<file path="src/rtl/hot_addr_sorted_cam_if.sv">
// Readout stream of the hot-address table: one {addr, cnt} beat per handshake.
// master drives rd_valid/rd_addr/rd_cnt/rd_last, slave drives rd_ready.
interface hot_addr_sorted_cam_if #(
    parameter int ADDR_SIZE = 22,
    parameter int CNT_SIZE  = 32
);
    logic                 rd_valid;
    logic                 rd_ready;
    logic [ADDR_SIZE-1:0] rd_addr;
    logic [CNT_SIZE-1:0]  rd_cnt;
    logic                 rd_last;

    modport master (
        output rd_valid,
        output rd_addr,
        output rd_cnt,
        output rd_last,
        input  rd_ready
    );

    modport slave (
        input  rd_valid,
        input  rd_addr,
        input  rd_cnt,
        input  rd_last,
        output rd_ready
    );
endinterface

</file>
<file path="src/rtl/hot_addr_sorted_cam.sv">
// Keeps the NUM_ENTRY hottest addresses sorted by descending count, one update per cycle.
// Ports: clk, rst_n, query_rst_n, in_valid/in_addr/in_cnt (update), rd_start, rd (stream), rd_done, busy, occupancy.
module hot_addr_sorted_cam #(
    parameter int NUM_ENTRY = 16,
    parameter int ADDR_SIZE = 22,
    parameter int CNT_SIZE  = 32
) (
    input  logic                             clk,
    input  logic                             rst_n,
    input  logic                             query_rst_n,
    input  logic                             in_valid,
    input  logic [ADDR_SIZE-1:0]             in_addr,
    input  logic [CNT_SIZE-1:0]              in_cnt,
    input  logic                             rd_start,
    hot_addr_sorted_cam_if.master            rd,
    output logic                             rd_done,
    output logic                             busy,
    output logic [$clog2(NUM_ENTRY+1)-1:0]   occupancy
);
    localparam int OW = $clog2(NUM_ENTRY + 1);
    localparam int IW = $clog2(NUM_ENTRY);

    typedef struct packed {
        logic                 v;
        logic [ADDR_SIZE-1:0] addr;
        logic [CNT_SIZE-1:0]  cnt;
    } ent_t;

    typedef enum logic [1:0] {
        IDLE,
        READ,
        DONE
    } state_t;

    ent_t                 tab_q [NUM_ENTRY];
    ent_t                 tab_d [NUM_ENTRY];
    ent_t                 tab_sh[NUM_ENTRY];
    logic [OW-1:0]        occ_q;
    logic [OW-1:0]        occ_d;

    logic                 hit;
    logic [IW-1:0]        m;
    logic [OW-1:0]        p;
    logic [IW-1:0]        hi;
    logic                 do_wr;

    logic [ADDR_SIZE-1:0] snap_addr[NUM_ENTRY];
    logic [CNT_SIZE-1:0]  snap_cnt [NUM_ENTRY];
    logic [OW-1:0]        snap_len;
    logic [IW-1:0]        idx;
    logic                 last_beat;
    logic                 start_ok;

    state_t               state_q;
    state_t               state_d;

    // p counts entries with cnt >= in_cnt, which places new or raised
    // counts after equal ones. On a raise the hit entry itself is below
    // in_cnt, so it is never part of p.
    always_comb begin
        hit = 1'b0;
        m   = '0;
        p   = '0;
        for (int i = 0; i < NUM_ENTRY; i++) begin
            if (tab_q[i].v && tab_q[i].addr == in_addr) begin
                hit = 1'b1;
                m   = IW'(i);
            end
            if (tab_q[i].v && tab_q[i].cnt >= in_cnt) begin
                p = p + OW'(1);
            end
        end
        do_wr = in_valid && query_rst_n && (in_cnt != '0) &&
                (hit ? (in_cnt > tab_q[m].cnt) : (p != OW'(NUM_ENTRY)));
        // Shift window ends at the hit slot, or at the tail on a miss.
        hi = hit ? m : IW'(NUM_ENTRY - 1);
    end

    always_comb begin
        tab_sh[0] = '0;
        for (int i = 1; i < NUM_ENTRY; i++) begin
            tab_sh[i] = tab_q[i-1];
        end
    end

    always_comb begin
        tab_d = tab_q;
        occ_d = occ_q;
        if (do_wr) begin
            for (int i = 0; i < NUM_ENTRY; i++) begin
                if (OW'(i) == p) begin
                    tab_d[i] = '{v: 1'b1, addr: in_addr, cnt: in_cnt};
                end else if (OW'(i) > p && IW'(i) <= hi) begin
                    tab_d[i] = tab_sh[i];
                end
            end
            if (!hit && occ_q != OW'(NUM_ENTRY)) begin
                occ_d = occ_q + OW'(1);
            end
        end
    end

    always_ff @(posedge clk or negedge rst_n) begin
        if (!rst_n) begin
            for (int i = 0; i < NUM_ENTRY; i++) begin
                tab_q[i] <= '0;
            end
            occ_q <= '0;
        end else if (!query_rst_n) begin
            for (int i = 0; i < NUM_ENTRY; i++) begin
                tab_q[i] <= '0;
            end
            occ_q <= '0;
        end else begin
            tab_q <= tab_d;
            occ_q <= occ_d;
        end
    end

    assign occupancy = occ_q;
    assign last_beat = (OW'(idx) == snap_len - OW'(1));
    assign start_ok  = (state_q == IDLE) && rd_start;

    always_comb begin
        state_d = state_q;
        unique case (state_q)
            IDLE: if (rd_start) state_d = (occ_q != '0) ? READ : DONE;
            READ: if (rd.rd_ready && last_beat) state_d = DONE;
            DONE: state_d = IDLE;
            default: state_d = IDLE;
        endcase
        if (!query_rst_n) begin
            state_d = IDLE;
        end
    end

    always_ff @(posedge clk or negedge rst_n) begin
        if (!rst_n) begin
            state_q <= IDLE;
        end else begin
            state_q <= state_d;
        end
    end

    always_ff @(posedge clk or negedge rst_n) begin
        if (!rst_n) begin
            for (int i = 0; i < NUM_ENTRY; i++) begin
                snap_addr[i] <= '0;
                snap_cnt[i]  <= '0;
            end
            snap_len <= '0;
            idx      <= '0;
        end else if (!query_rst_n) begin
            for (int i = 0; i < NUM_ENTRY; i++) begin
                snap_addr[i] <= '0;
                snap_cnt[i]  <= '0;
            end
            snap_len <= '0;
            idx      <= '0;
        end else if (start_ok) begin
            for (int i = 0; i < NUM_ENTRY; i++) begin
                snap_addr[i] <= tab_q[i].addr;
                snap_cnt[i]  <= tab_q[i].cnt;
            end
            snap_len <= occ_q;
            idx      <= '0;
        end else if (state_q == READ && rd.rd_ready && !last_beat) begin
            idx <= idx + IW'(1);
        end
    end

    // Status outputs are gated by query_rst_n so an abort is seen at once.
    assign rd.rd_valid = query_rst_n && (state_q == READ);
    assign rd.rd_last  = query_rst_n && (state_q == READ) && last_beat;
    assign rd.rd_addr  = snap_addr[idx];
    assign rd.rd_cnt   = snap_cnt[idx];
    assign rd_done     = query_rst_n && (state_q == DONE);
    assign busy        = query_rst_n && (state_q != IDLE);
endmodule

</file>
<file path="src/flat_wrapper.sv">
// flat-port wrapper written by rule: the top's interface ports become plain ports
module hot_addr_sorted_cam_flat 
#(
    parameter int NUM_ENTRY = 16,
    parameter int ADDR_SIZE = 22,
    parameter int CNT_SIZE  = 32
)
  (clk, rst_n, query_rst_n, in_valid, in_addr, in_cnt, rd_start, rd_done, busy, occupancy, rd_rd_valid, rd_rd_addr, rd_rd_cnt, rd_rd_last, rd_rd_ready);
  hot_addr_sorted_cam_if #(.ADDR_SIZE(ADDR_SIZE), .CNT_SIZE(CNT_SIZE)) rd_i ();
  input  logic clk;
  input  logic rst_n;
  input  logic query_rst_n;
  input  logic in_valid;
  input  logic [ADDR_SIZE-1:0] in_addr;
  input  logic [CNT_SIZE-1:0] in_cnt;
  input  logic rd_start;
  output logic rd_done;
  output logic busy;
  output logic [$clog2(NUM_ENTRY+1)-1:0] occupancy;
  output wire logic [$bits(rd_i.rd_valid)-1:0] rd_rd_valid;
  output wire logic [$bits(rd_i.rd_addr)-1:0] rd_rd_addr;
  output wire logic [$bits(rd_i.rd_cnt)-1:0] rd_rd_cnt;
  output wire logic [$bits(rd_i.rd_last)-1:0] rd_rd_last;
  input wire logic [$bits(rd_i.rd_ready)-1:0] rd_rd_ready;
  assign rd_rd_valid = rd_i.rd_valid;
  assign rd_rd_addr = rd_i.rd_addr;
  assign rd_rd_cnt = rd_i.rd_cnt;
  assign rd_rd_last = rd_i.rd_last;
  assign rd_i.rd_ready = rd_rd_ready;
  hot_addr_sorted_cam #(.NUM_ENTRY(NUM_ENTRY), .ADDR_SIZE(ADDR_SIZE), .CNT_SIZE(CNT_SIZE)) u_core (.clk(clk), .rst_n(rst_n), .query_rst_n(query_rst_n), .in_valid(in_valid), .in_addr(in_addr), .in_cnt(in_cnt), .rd_start(rd_start), .rd(rd_i), .rd_done(rd_done), .busy(busy), .occupancy(occupancy));
endmodule
</file>
<file path="config.mk">
export PLATFORM = sky130hd
export DESIGN_NAME = hot_addr_sorted_cam_flat
export DESIGN_NICKNAME = d
export VERILOG_FILES = /design/src/rtl/hot_addr_sorted_cam_if.sv /design/src/rtl/hot_addr_sorted_cam.sv /design/src/flat_wrapper.sv
export SDC_FILE = /design/constraint.sdc
export NUM_CORES = 2
export LEC_CHECK = 0
export BUFFER_PORTS_ARGS = -buffer_cell sky130_fd_sc_hd__buf_4
export CAP_MARGIN = 20
export CORE_MARGIN = 2
export CORE_UTILIZATION = 64
export CTS_CLUSTER_DIAMETER = 200
export CTS_CLUSTER_SIZE = 24
export DETAILED_ROUTE_END_ITERATION = 10
export PLACE_DENSITY_LB_ADDON = 0.08
export REMOVE_ABC_BUFFERS = 1
export SYNTH_ARGS = -nofsm -noshare
export SYNTH_HDL_FRONTEND = slang
export SYNTH_SLANG_ARGS = --single-unit
</file>
<file path="constraint.sdc">
create_clock -name clk -period 22.9 [get_ports clk]
set_clock_uncertainty 0.1 [all_clocks]
set_input_delay 3.435 -clock clk [delete_from_list [all_inputs] [get_ports clk]]
set_output_delay 3.435 -clock clk [all_outputs]
set_load 0.02 [all_outputs]
</file>
==> results.txt <==
DRT iter0 DRCs: 11,715
Final hold viol count: 0
Die Ht: 402 µm
Slowest stage cell, crit path: nand3_4
Initial Util: 64.3%
Cts-stage hold buffer count: 0
Final net count: 9,522
Hold Crit Start: u_core.snap_cnt[168]$_DFFE_PN0P_
Hold Path Stages: 1
Peak supply drop: 0.0649 mV
Setup_tns: 0 ns
GRT Util Overall: 47.3%
Core ar.: 158,000 µm²
Root buffer cell: clkbuf_16
FF+latch count, synth: 1,760
Post-synthesis async set-or-reset flop share: 100%
Synth top area share: 43.4%
R2r endpoint: u_core.tab_q[298]$_DFFE_PN0P_
Synthesized area: 101,000 µm²
Number of synthesized flops with an enable pin: 0
Syn Inst Count: 9,352
Distinct cells, synth: 102
Crit start category: primary input
Sequential Area: 44,100 µm²
Vias in the first global route: 81,768
Worst reg2reg setup slack: 5.61 ns
Pin count of the biggest net entering global routing: 196
Kind of critical path: primary input to register
Non-Filler Instances: 10,987
Post-cts resize count: 0
Critical Path Most Common Cell: ha_1
TritonRoute pass-1 iters: 6
Row count: 146
Num CTS Buffers: 83
Filler cells: 12,149
Clk pwr share: 27.8%
R2R cell count: 73
CTS tree: yes
Worst Hold Endpoint: u_core.snap_cnt[168]$_DFFE_PN0P_
Final ANT Viol Nets: 0
Mean area per synthesized cell: 10.8 µm²
Via count: 84,560
Final Slew Violations: 0
Rel. slew slack: 1.93%
Top_reg_cell synth: dfrtp_1
Flop pwr share: 54.6%
Period minus WS final: 20.06 ns
Clock Latency Late Sink: 0.77 ns
Drc violations: 0
Die area: 162,000 µm²
MaxCap Viol Count: 0
Routed wire length: 389,000 µm
Clock sink count: 1,760
RD Place Congestion: 1.02
Worst Tran Pin Value: 1.47 ns
Buffers on Ports: 122
Int Pwr: 4.25 mW
Wirelength per Cell: 35.4 µm
Power Density: 59.0 nW/µm²
Clock transition at path regs: 0.10 ns
Slowest cell delay on critical path: 0.83 ns
Die span in x: 402 µm
Total grt overflow: 0
Placed Cells: 10,877
RSZ-0062 raised after global routing: false
Clk buf depth: 3
Synth top area cells: dfrtp_1 (43%), a22o_1 (7.5%), mux2i_1 (7.1%), ha_1 (6.9%), o2bb2ai_1 (3.7%)
Ports: 123
Sequential area share after synthesis: 43.4%
Detailed Place HPWL: 256,000 µm
Share of cells above drive strength 1: 10.1%
Sw Ratio: 31.9%
Worst path arrival time: 20.58 ns
Worst Setup End Kind: register
Avg Vias per Cell: 7.70
Logic pwr share: 17.6%
Crit Reg-Reg Startpoint: u_core.tab_q[825]$_DFFE_PN0P_
LEAKAGE: 49.5 nW
Utilization after layout: 67.0%
Final Cycle Share: 87.6%
Worst Hold Class: register to register
Post-CTS Setup Repair Bufs: 0
Area taken by multi-input logic gates: 54,000 µm²
Final setup viols: 0
H-tree depth: 3
First-pass GRT wire length: 566,000 µm
Layout area overhead: 4.35%
Antenna violations before repair: 21
Switching power: 1.99 mW
Fmax: 49.9 MHz
Cell taking the most area after synthesis: dfrtp_1
Status: finished clean
Worst EP required: 23.42 ns
Maximum fanout along the worst path: 54
Yosys warns: 0
flip-flops by register name, indices dropped and copies added (netlist names):
name,count
u_core.snap_cnt,512
u_core.snap_addr,352
u_core.state_q,2
u_core.occupancy,5
u_core.snap_len,5
u_core.idx,4
u_core.tab_q,880
cell families after synthesis:
| logic type | synth area share, % |
|---|---|
| fa+ha+maj | 6.95 |
| compound gates | 23.6 |
| flops | 43.4 |
| xor+xnor | 3.64 |
| mux | 12.3 |
| simple gates | 6.32 |
| buf+inv | 3.73 |
area by class of cell:
class,count,share of cell area (%)
multi-input cells,6651,51.0
flip-flops and latches,1760,41.6
repair buffers,318,2.47
well taps,2072,2.45
clock buffers,85,1.99
inverters,85,0.306
clock inverters,7,0.114
diodes,9,0.0213
worst max-delay path by stage:
stage / from / endpoint / slack [ns] / depth (start not counted)
after CTS: in_cnt[1] / u_core.tab_q[295]$_DFFE_PN0P_ / 3.10 / 73
final: in_cnt[1] / u_core.tab_q[298]$_DFFE_PN0P_ / 2.84 / 73
after floorplan: query_rst_n / u_core.snap_len[4]$_DFFE_PN0P_ / -15.62 / 3
after detailed placement: in_cnt[1] / u_core.tab_q[323]$_DFFE_PN0P_ / 2.40 / 73
after global routing: in_cnt[1] / u_core.tab_q[373]$_DFFE_PN0P_ / 1.91 / 71
after global placement: in_cnt[1] / u_core.tab_q[375]$_DFFE_PN0P_ / 2.29 / 74
power by group through the flow:
stage               Sequential (mW)  Combinational [mW]  Clock (mW)
finish                         3.41                1.10        1.74
global route                   3.41                1.17        1.83
CTS                            3.39                1.06        1.73
detailed placement             3.45                1.06           0
global placement               3.45                1.03           0
floorplan                      3.39               0.658           0
stage by stage:
step           worst slack (ns)  hold slack, ns  power, mW  area [µm²]
2_1_floorplan            -15.62           0.367       4.05       97900
3_3_place_gp               2.29           0.382       4.48      103000
3_5_place_dp               2.40           0.385       4.52      103000
4_1_cts                    3.10           0.412       6.19      106000
5_1_grt                    1.91           0.418       6.41      106000
6_report                   2.84           0.410       6.24      106000
worst max-delay path, delay by kind of cell:
kind	cells	cell delay, ns
simple gates	18	3.97
buf+inv	6	1.22
mux	4	1.13
xor+xnor	1	0.31
fa+ha+maj	15	4.33
compound gates	29	6.13
layout by cell type (no fill, tap or decap), types with 13 or more instances in the layout:
cell type and n:
nor4_1 54, a21oi_1 403, xnor2_1 177, a221oi_1 127, o221a_1 68, o21a_1 100
o21ai_1 43, and2_1 13, a211oi_1 17, mux2i_1 722, a21o_1 89, nand3_1 55
o211ai_1 22, dfrtp_1 1756, nor2_1 197, or3_1 16, xor2_1 210, a22o_1 868
inv_1 84, mux2_2 245, buf_4 296, o21ai_0 556, a31oi_1 203, a22oi_1 147
nand4_1 122, nor3_1 54, clkbuf_16 84, ha_1 563, o221a_2 43, nand2_1 611
mux4_2 108, nor2b_1 39, o2bb2ai_1 432, and3_1 67, nand2b_1 42
layer usage:
metal / track usage (%) / share of wire [%] / vias to the layer above
met5: 0.387 / 0.065 / -
met4: 36.5 / 9.0 / 26
met3: 12.6 / 12 / 1340
met2: 68.3 / 43 / 5947
met1: 60.7 / 37 / 42554
li1: - / - / 34693
synth_stat cells, drive strengths merged (11+ instances only):
cell / number
a211oi: 19
a21boi: 11
a21o: 89
a21oi: 412
a221oi: 127
a22o: 868
a22oi: 147
a31oi: 204
and2: 17
and3: 67
buf: 184
clkbuf: 672
dfrtp: 1760
ha: 563
inv: 85
mux2: 248
mux2i: 722
mux4: 108
nand2: 621
nand2b: 43
nand3: 61
nand4: 123
nor2: 206
nor2b: 40
nor3: 64
nor4: 57
o211ai: 22
o21a: 101
o21ai: 600
o221a: 111
o2bb2ai: 432
o31ai: 11
or3: 18
xnor2: 183
xor2: 213
No activity file was read; power rests on OpenSTA's default activity.
